===== config.mk =====
export PLATFORM = sky130hd
export DESIGN_NAME = tv_clip_writeback
export DESIGN_NICKNAME = d
export VERILOG_FILES = /design/src/rtl/gap_tv_pkg.sv /design/src/rtl/fp16_clip_lane.sv /design/src/rtl/tv_clip_writeback.sv
export SDC_FILE = /design/constraint.sdc
export NUM_CORES = 2
export LEC_CHECK = 0
export ABC_AREA = 1
export CORE_AREA = 2 2 416 418
export CTS_CLUSTER_DIAMETER = 200
export DETAILED_ROUTE_END_ITERATION = 10
export DIE_AREA = 0 0 418 420
export HOLD_SLACK_MARGIN = 0.08
export SLEW_MARGIN = 20
export SYNTH_ARGS = -nofsm -noshare
export SYNTH_HDL_FRONTEND = slang
export SYNTH_SLANG_ARGS = --single-unit

===== constraint.sdc =====
create_clock -name clk -period 4.1 [get_ports clk]
set_input_delay 0.615 -clock clk [delete_from_list [all_inputs] [get_ports clk]]
set_output_delay 0.615 -clock clk [all_outputs]
set_load 0.01 [all_outputs]

===== src/rtl/gap_tv_pkg.sv =====
// Shared GAP-TV datapath definitions: fp16 field layout, frame geometry defaults,
// and the frame-level FSM state type.
package gap_tv_pkg;

  localparam int FP16_W        = 16;
  localparam int LANES_DEF     = 32;
  localparam int COL_WIDTH_DEF = 2;
  localparam int ROW_NUM_DEF   = 48;

  localparam logic [FP16_W-1:0] FP16_POS_ZERO = 16'h0000;

  localparam int FP16_SIGN_BIT = 15;
  localparam int FP16_EXP_MSB  = 14;
  localparam int FP16_EXP_LSB  = 10;
  localparam int FP16_MAN_MSB  = 9;
  localparam int FP16_MAN_LSB  = 0;

  typedef enum logic [1:0] {
    IDLE  = 2'd0,
    RUN   = 2'd1,
    DRAIN = 2'd2,
    DONE  = 2'd3
  } tv_state_t;

endpackage


===== src/rtl/fp16_clip_lane.sv =====
// Clamps one fp16 lane to [-lim, +lim]; NaN collapses to +0, -0 passes through.
// Latency: combinational.
// Backpressure: none, pure function of its inputs.
module fp16_clip_lane
  import gap_tv_pkg::*;
(
  input  logic [FP16_W-1:0] x,
  input  logic [FP16_W-2:0] lim,
  output logic [FP16_W-1:0] y,
  output logic              clipped
);

  logic is_nan;

  assign is_nan = (&x[FP16_EXP_MSB:FP16_EXP_LSB]) && (|x[FP16_MAN_MSB:FP16_MAN_LSB]);

  // Magnitude bits of fp16 order like unsigned integers, so Inf falls out of the compare.
  always_comb begin
    y       = x;
    clipped = 1'b0;
    if (is_nan) begin
      y       = FP16_POS_ZERO;
      clipped = 1'b1;
    end else if (x[FP16_W-2:0] > lim) begin
      y       = {x[FP16_SIGN_BIT], lim};
      clipped = 1'b1;
    end
  end

endmodule


===== src/rtl/tv_clip_writeback.sv =====
// Chambolle dual projection + BRAM writeback; clip_count stats only with TV_CLIP_STATS_EN.
// Latency: accepted beat -> wen two cycles later when wr_ready stays high.
// Backpressure: wr_ready low freezes both stages and drops in_ready once stage 2 is full.
module tv_clip_writeback
  import gap_tv_pkg::*;
#(
  parameter int LANES     = LANES_DEF,
  parameter int COL_WIDTH = COL_WIDTH_DEF,
  parameter int ROW_NUM   = ROW_NUM_DEF,
  parameter int ADDR_W    = 8
) (
  input  logic                    clk,
  input  logic                    rst_n,
  input  logic                    start,
  input  logic [FP16_W-1:0]       lambda,
  input  logic                    in_valid,
  input  logic [LANES*FP16_W-1:0] in_data,
  output logic                    in_ready,
  input  logic                    wr_ready,
  output logic                    wen,
  output logic [ADDR_W-1:0]       waddr,
  output logic [LANES*FP16_W-1:0] dout,
  output logic                    busy,
  output logic                    done,
  output logic [15:0]             clip_count
);

  localparam int TOTAL = ROW_NUM * COL_WIDTH;
  localparam int CNT_W = $clog2(TOTAL + 1);
  localparam int ROW_W = (ROW_NUM > 1) ? $clog2(ROW_NUM) : 1;
  localparam int COL_W = (COL_WIDTH > 1) ? $clog2(COL_WIDTH) : 1;

  tv_state_t                 state, state_nxt;
  logic [FP16_W-2:0]         lam;
  logic [CNT_W-1:0]          accepted;
  logic [ROW_W-1:0]          row;
  logic [COL_W-1:0]          col;
  logic                      s1_valid, s2_valid;
  logic [LANES*FP16_W-1:0]   s1_data, s2_data, clip_data;
  logic [LANES-1:0]          clip_vec;
  logic                      pipe_en, accept, start_acc, last_beat, wr_done;
  logic                      unused_lambda_sign;

  assign unused_lambda_sign = lambda[FP16_SIGN_BIT];

  assign start_acc = start && (state == IDLE);
  assign pipe_en   = !s2_valid || wr_ready;
  assign in_ready  = (state == RUN) && pipe_en && (accepted < CNT_W'(TOTAL));
  assign accept    = in_valid && in_ready;
  assign last_beat = accept && (accepted == CNT_W'(TOTAL - 1));
  assign wr_done   = s2_valid && wr_ready;

  assign busy  = (state != IDLE);
  assign done  = (state == DONE);
  assign wen   = s2_valid;
  assign dout  = s2_data;
  assign waddr = s2_valid ? ADDR_W'(int'(row) * COL_WIDTH + int'(col)) : '0;

  for (genvar g = 0; g < LANES; g++) begin : g_lane
    fp16_clip_lane u_lane (
      .x       (in_data[g*FP16_W +: FP16_W]),
      .lim     (lam),
      .y       (clip_data[g*FP16_W +: FP16_W]),
      .clipped (clip_vec[g])
    );
  end

  always_comb begin
    state_nxt = state;
    case (state)
      IDLE:    if (start) state_nxt = RUN;
      RUN:     if (last_beat) state_nxt = DRAIN;
      DRAIN:   if (!s1_valid && !s2_valid) state_nxt = DONE;
      DONE:    state_nxt = IDLE;
      default: state_nxt = IDLE;
    endcase
  end

  // Address counter tracks the beat sitting in stage 2, so it only moves on a completed write.
  always_ff @(posedge clk) begin
    if (!rst_n) begin
      state    <= IDLE;
      lam      <= '0;
      accepted <= '0;
      row      <= '0;
      col      <= COL_W'(COL_WIDTH - 1);
    end else begin
      state <= state_nxt;
      if (start_acc) begin
        lam      <= lambda[FP16_W-2:0];
        accepted <= '0;
        row      <= '0;
        col      <= COL_W'(COL_WIDTH - 1);
      end else begin
        if (accept) accepted <= accepted + 1'b1;
        if (wr_done) begin
          if (col != '0) begin
            col <= col - 1'b1;
          end else begin
            col <= COL_W'(COL_WIDTH - 1);
            row <= (row == ROW_W'(ROW_NUM - 1)) ? '0 : row + 1'b1;
          end
        end
      end
    end
  end

  always_ff @(posedge clk) begin
    if (!rst_n) begin
      s1_valid <= 1'b0;
      s2_valid <= 1'b0;
      s1_data  <= '0;
      s2_data  <= '0;
    end else if (pipe_en) begin
      s1_valid <= accept;
      if (accept) s1_data <= clip_data;
      s2_valid <= s1_valid;
      if (s1_valid) s2_data <= s1_data;
    end
  end

`ifdef TV_CLIP_STATS_EN
  localparam int PC_W = $clog2(LANES + 1);

  logic [PC_W-1:0] n_clip;
  logic [16:0]     cc_sum;
  logic [15:0]     cc_q;

  always_comb begin
    n_clip = '0;
    for (int i = 0; i < LANES; i++) n_clip = n_clip + PC_W'(clip_vec[i]);
  end

  assign cc_sum = {1'b0, cc_q} + 17'(n_clip);

  always_ff @(posedge clk) begin
    if (!rst_n)         cc_q <= '0;
    else if (start_acc) cc_q <= '0;
    else if (accept)    cc_q <= cc_sum[16] ? 16'hFFFF : cc_sum[15:0];
  end

  assign clip_count = cc_q;
`else
  logic unused_clip_vec;
  assign unused_clip_vec = ^clip_vec;
  assign clip_count      = '0;
`endif

endmodule


==> flow_metrics.env <==
export IMPL_status="completed"
export IMPL_required_ps=4790
export IMPL_grt_max_degree=220
export IMPL_fin_ws_ps=810.3
export IMPL_ys_top_cells_by_area="dfxtp_1 (37%), nand2_1 (12%), ha_1 (11%), nand3_1 (9.1%), nor2_1 (8.3%)"
export IMPL_min_period_ps=3290
export IMPL_skew_ps=43.72
export IMPL_drt_wl_total_mm=240.0
export IMPL_pwr_share_clk=0.305
export IMPL_ys_types=30
export IMPL_cts_root_buf="clkbuf_16"
export IMPL_path_cells="inv_4, buf_12, ha_1, nand2_1, nor2_1, inv_1, nor2_1, nand2_1, nand2_1, nand2_1, nand2_1, nand3_1, a21oi_1"
export IMPL_portBuffers=1054
export IMPL_routed_via_density=5.096
export IMPL_yosysTopAreaCellShare=0.3719
export IMPL_gp_congestion=0.9364
export IMPL_gr_total_overflow=0
export IMPL_met2_usage=0.4374
export IMPL_dp_hpwl_mm=169.3
export IMPL_slowest_stage="nand2_1"
export IMPL_pre_cts_ws_ps=681.8
export IMPL_boundaryPins=1073
export IMPL_internal_power_mw=23.93
export IMPL_synthArstFlopShare=0
export IMPL_p_leak_nw=34.29
export IMPL_crit_path_max_incr_delay_ps=500
export IMPL_crit_path_end_kind="flop"
export IMPL_drive_gt1_frac=0.04370
export IMPL_fmax_mhz=304.0
export IMPL_wire_per_inst_um=20.62
export IMPL_clockBufferDepth=3
export IMPL_top_usage_layer="met2"
export IMPL_seq_power_share=0.325
export IMPL_grt_pass1_vias=56210
export IMPL_cp_top_family="simple AND/OR/NAND/NOR gates"
export IMPL_tns_ps=0
export IMPL_clkLatencyLatePin_ps=760
export IMPL_min_path_type="primary input to flop"
export IMPL_grt_util_met1=0.3062
export IMPL_synthCells=8381
export IMPL_clock_sinks=1057
export IMPL_synth_top_area_cell="dfxtp_1"
export IMPL_critPathMaxFanout=25
export IMPL_hold_violations=0
export IMPL_ant_nets=0
export IMPL_synth_seq_cells=1057
export IMPL_sw_frac_of_total=0.3801
export IMPL_core_area_um2=171000
export IMPL_drtIter0Drc=4582
export IMPL_yosysWarnings=0
export IMPL_p_switching_mw=14.67
export IMPL_crit_type="flop to flop"
export IMPL_dieArea_um2=175600
export IMPL_critical_path_buf_inv_count=3
export IMPL_postCtsSetupBuffers=0
export IMPL_synthToLayoutAreaGrowth_pct=30.44
export IMPL_cellPowerDensity_nw_per_um2=520.3
export IMPL_rsz0062_at_grt="no"
export IMPL_num_rows=152
export IMPL_power_total_mw=38.61
export IMPL_antenna_found_initial=86
export IMPL_cts_hold_buf=0
export IMPL_worst_ep_arrival_time_ps=3980
export IMPL_cts_tree="yes"
export IMPL_peakVddDrop_mv=0.4224
export IMPL_placed_area_um2=69770
export IMPL_die_x_um=418
export IMPL_die_y_um=420
export IMPL_worst_path_most_repeated_cell="nand2_1"
export IMPL_cts_htree_levels=3
export IMPL_synth_edff_count=0
export IMPL_maxSlewHeadroom=0.2828
export IMPL_drt_first_pass_iters=6
export IMPL_hold_slack_ps=408.8
export IMPL_vias=59300
export IMPL_fin_nets=10250
export IMPL_max_cap_violations=0
export IMPL_grt_pass1_wl_mm=350.6
export IMPL_netlist_top_cells_count="nand2_1 (1806), nor2_1 (1259), dfxtp_1 (1057), nand3_1 (1037), inv_1 (824)"
export IMPL_clk_pin_slew_worst_paths_ps=60
export IMPL_use_met3=0.04799
export IMPL_combPwrFrac=0.370
export IMPL_yosysMostFrequentCell="nand2_1"
export IMPL_start_util=0.3327
export IMPL_cts_buffers=118
export IMPL_grt_total_usage=0.2611
export IMPL_syn_area_per_cell_um2=6.788
export IMPL_setup_viol=0
export IMPL_worstMarginPinSlew_ps=1076
export IMPL_synth_area_um2=56890
export IMPL_startpoint_type="flop"
export IMPL_synth_ff_type="dfxtp_1"
export IMPL_yosysSeqAreaShare=0.3719
export IMPL_fin_crit_sh=0.8024
export IMPL_drc=0
export IMPL_cts_resized=0
export IMPL_final_area_um2=74210
export IMPL_r2r_setup_slack_ps=810
export IMPL_maxSlewViolCount=0
[worst register-to-register path, cell delays in order, from the launching register on]
cell	delay, ps
dfxtp_1	320
inv_4	460
buf_12	330
ha_1	220
nand2_1	60
nor2_1	140
inv_1	60
nor2_1	160
nand2_1	80
nand2_1	420
nand2_1	500
nand2_1	170
nand3_1	120
a21oi_1	170
[per-layer routing]
layer	share of wire	vias to the layer above
li1	-	28940
met1	0.40	27640
met2	0.48	2092
met3	0.064	602
met4	0.059	30
met5	0.00085	-
[flip-flops by register name, summed over array words and instances, names as in the netlist]
register	count
wen	1
col	1
s1_valid	1
row	6
accepted	7
state	2
s1_data	512
dout	512
lam	15
[area by class of cell]
| cell class | instances | area (um2) |
|---|---|---|
| fillers | 17540 | 96770 |
| multi-input cells | 6019 | 30450 |
| flip-flops and latches | 1057 | 21160 |
| repair buffers | 1196 | 12160 |
| clock buffers | 162 | 3379 |
| inverters | 839 | 3202 |
| well taps | 2233 | 2794 |
| clock inverters | 63 | 894.6 |
| diodes | 67 | 167.7 |
[kinds of logic (layout without fill, tap and decap cells)]
kind of cell / Yosys count / in the layout / share of synthesized area
AO/OA/AOI/OAI: 1263 / 1263 / 0.1161
AND/OR/NAND/NOR: 4247 / 4247 / 0.3099
XOR/XNOR: 5 / 5 / 0.0007697
other: 1 / 84 / 0.00006592
buffers and inverters: 1321 / 2260 / 0.09406
adder cells (fa/ha/maj): 487 / 487 / 0.1071
flip-flops: 1057 / 1057 / 0.3719
[cells in the final DEF, fill, tap and decap left out, types with 2 or more instances in the layout]
| cell | n |
|---|---|
| buf_4 | 99 |
| inv_16 | 2 |
| conb_1 | 17 |
| xor2_1 | 5 |
| nor2_4 | 2 |
| o21ai_0 | 532 |
| clkbuf_1 | 19 |
| dfxtp_1 | 1056 |
| and3_1 | 2 |
| inv_1 | 822 |
| nor3_1 | 3 |
| nand3_1 | 1037 |
| nand4_1 | 126 |
| diode_2 | 67 |
| ha_1 | 487 |
| a21oi_2 | 2 |
| clkbuf_16 | 119 |
| nor2_1 | 1259 |
| clkinvlp_4 | 6 |
| nand2_2 | 6 |
| or2_2 | 2 |
| nand2_1 | 1806 |
| a21oi_4 | 25 |
| inv_4 | 15 |
| buf_12 | 43 |
| inv_8 | 3 |
| clkinv_2 | 25 |
| clkbuf_8 | 24 |
| bufinv_16 | 19 |
| clkinv_8 | 2 |
| a21oi_1 | 702 |
| clkdlybuf4s50_1 | 1053 |
| clkinv_4 | 6 |
| inv_6 | 2 |
[metrics by stage]
stage	cells	utilization
floorplan	8397	-
global placement	11340	0.4080
detailed placement	11340	0.4080
CTS	11570	0.4330
global route	11630	0.4340
finish	11640	0.4340
[path summary, 6_finish.rpt]
check | from | endpoint | depth (start not counted)
min | in_data[127] | s1_data[127]$_SDFFE_PN0P_ | 3
max reg2reg | lam[14]$_SDFFE_PN0P_ | s1_data[205]$_SDFFE_PN0P_ | 13
min reg2reg | s1_data[184]$_SDFFE_PN0P_ | dout[184]$_SDFFE_PN0P_ | 2
max | lam[14]$_SDFFE_PN0P_ | s1_data[205]$_SDFFE_PN0P_ | 13
[power groups by stage]
| stage | clock network [mW] | registers [mW] | logic (mW) |
|---|---|---|---|
| 2_1_floorplan | 0 | 12.8 | 8.23 |
| 3_3_place_gp | 0 | 12.7 | 14.0 |
| 3_5_place_dp | 0 | 12.7 | 14.3 |
| 4_1_cts | 12.0 | 12.5 | 14.3 |
| 5_1_grt | 12.4 | 12.7 | 16.0 |
| 6_report | 11.8 | 12.6 | 14.3 |
(Power assumes the default switching activity.)
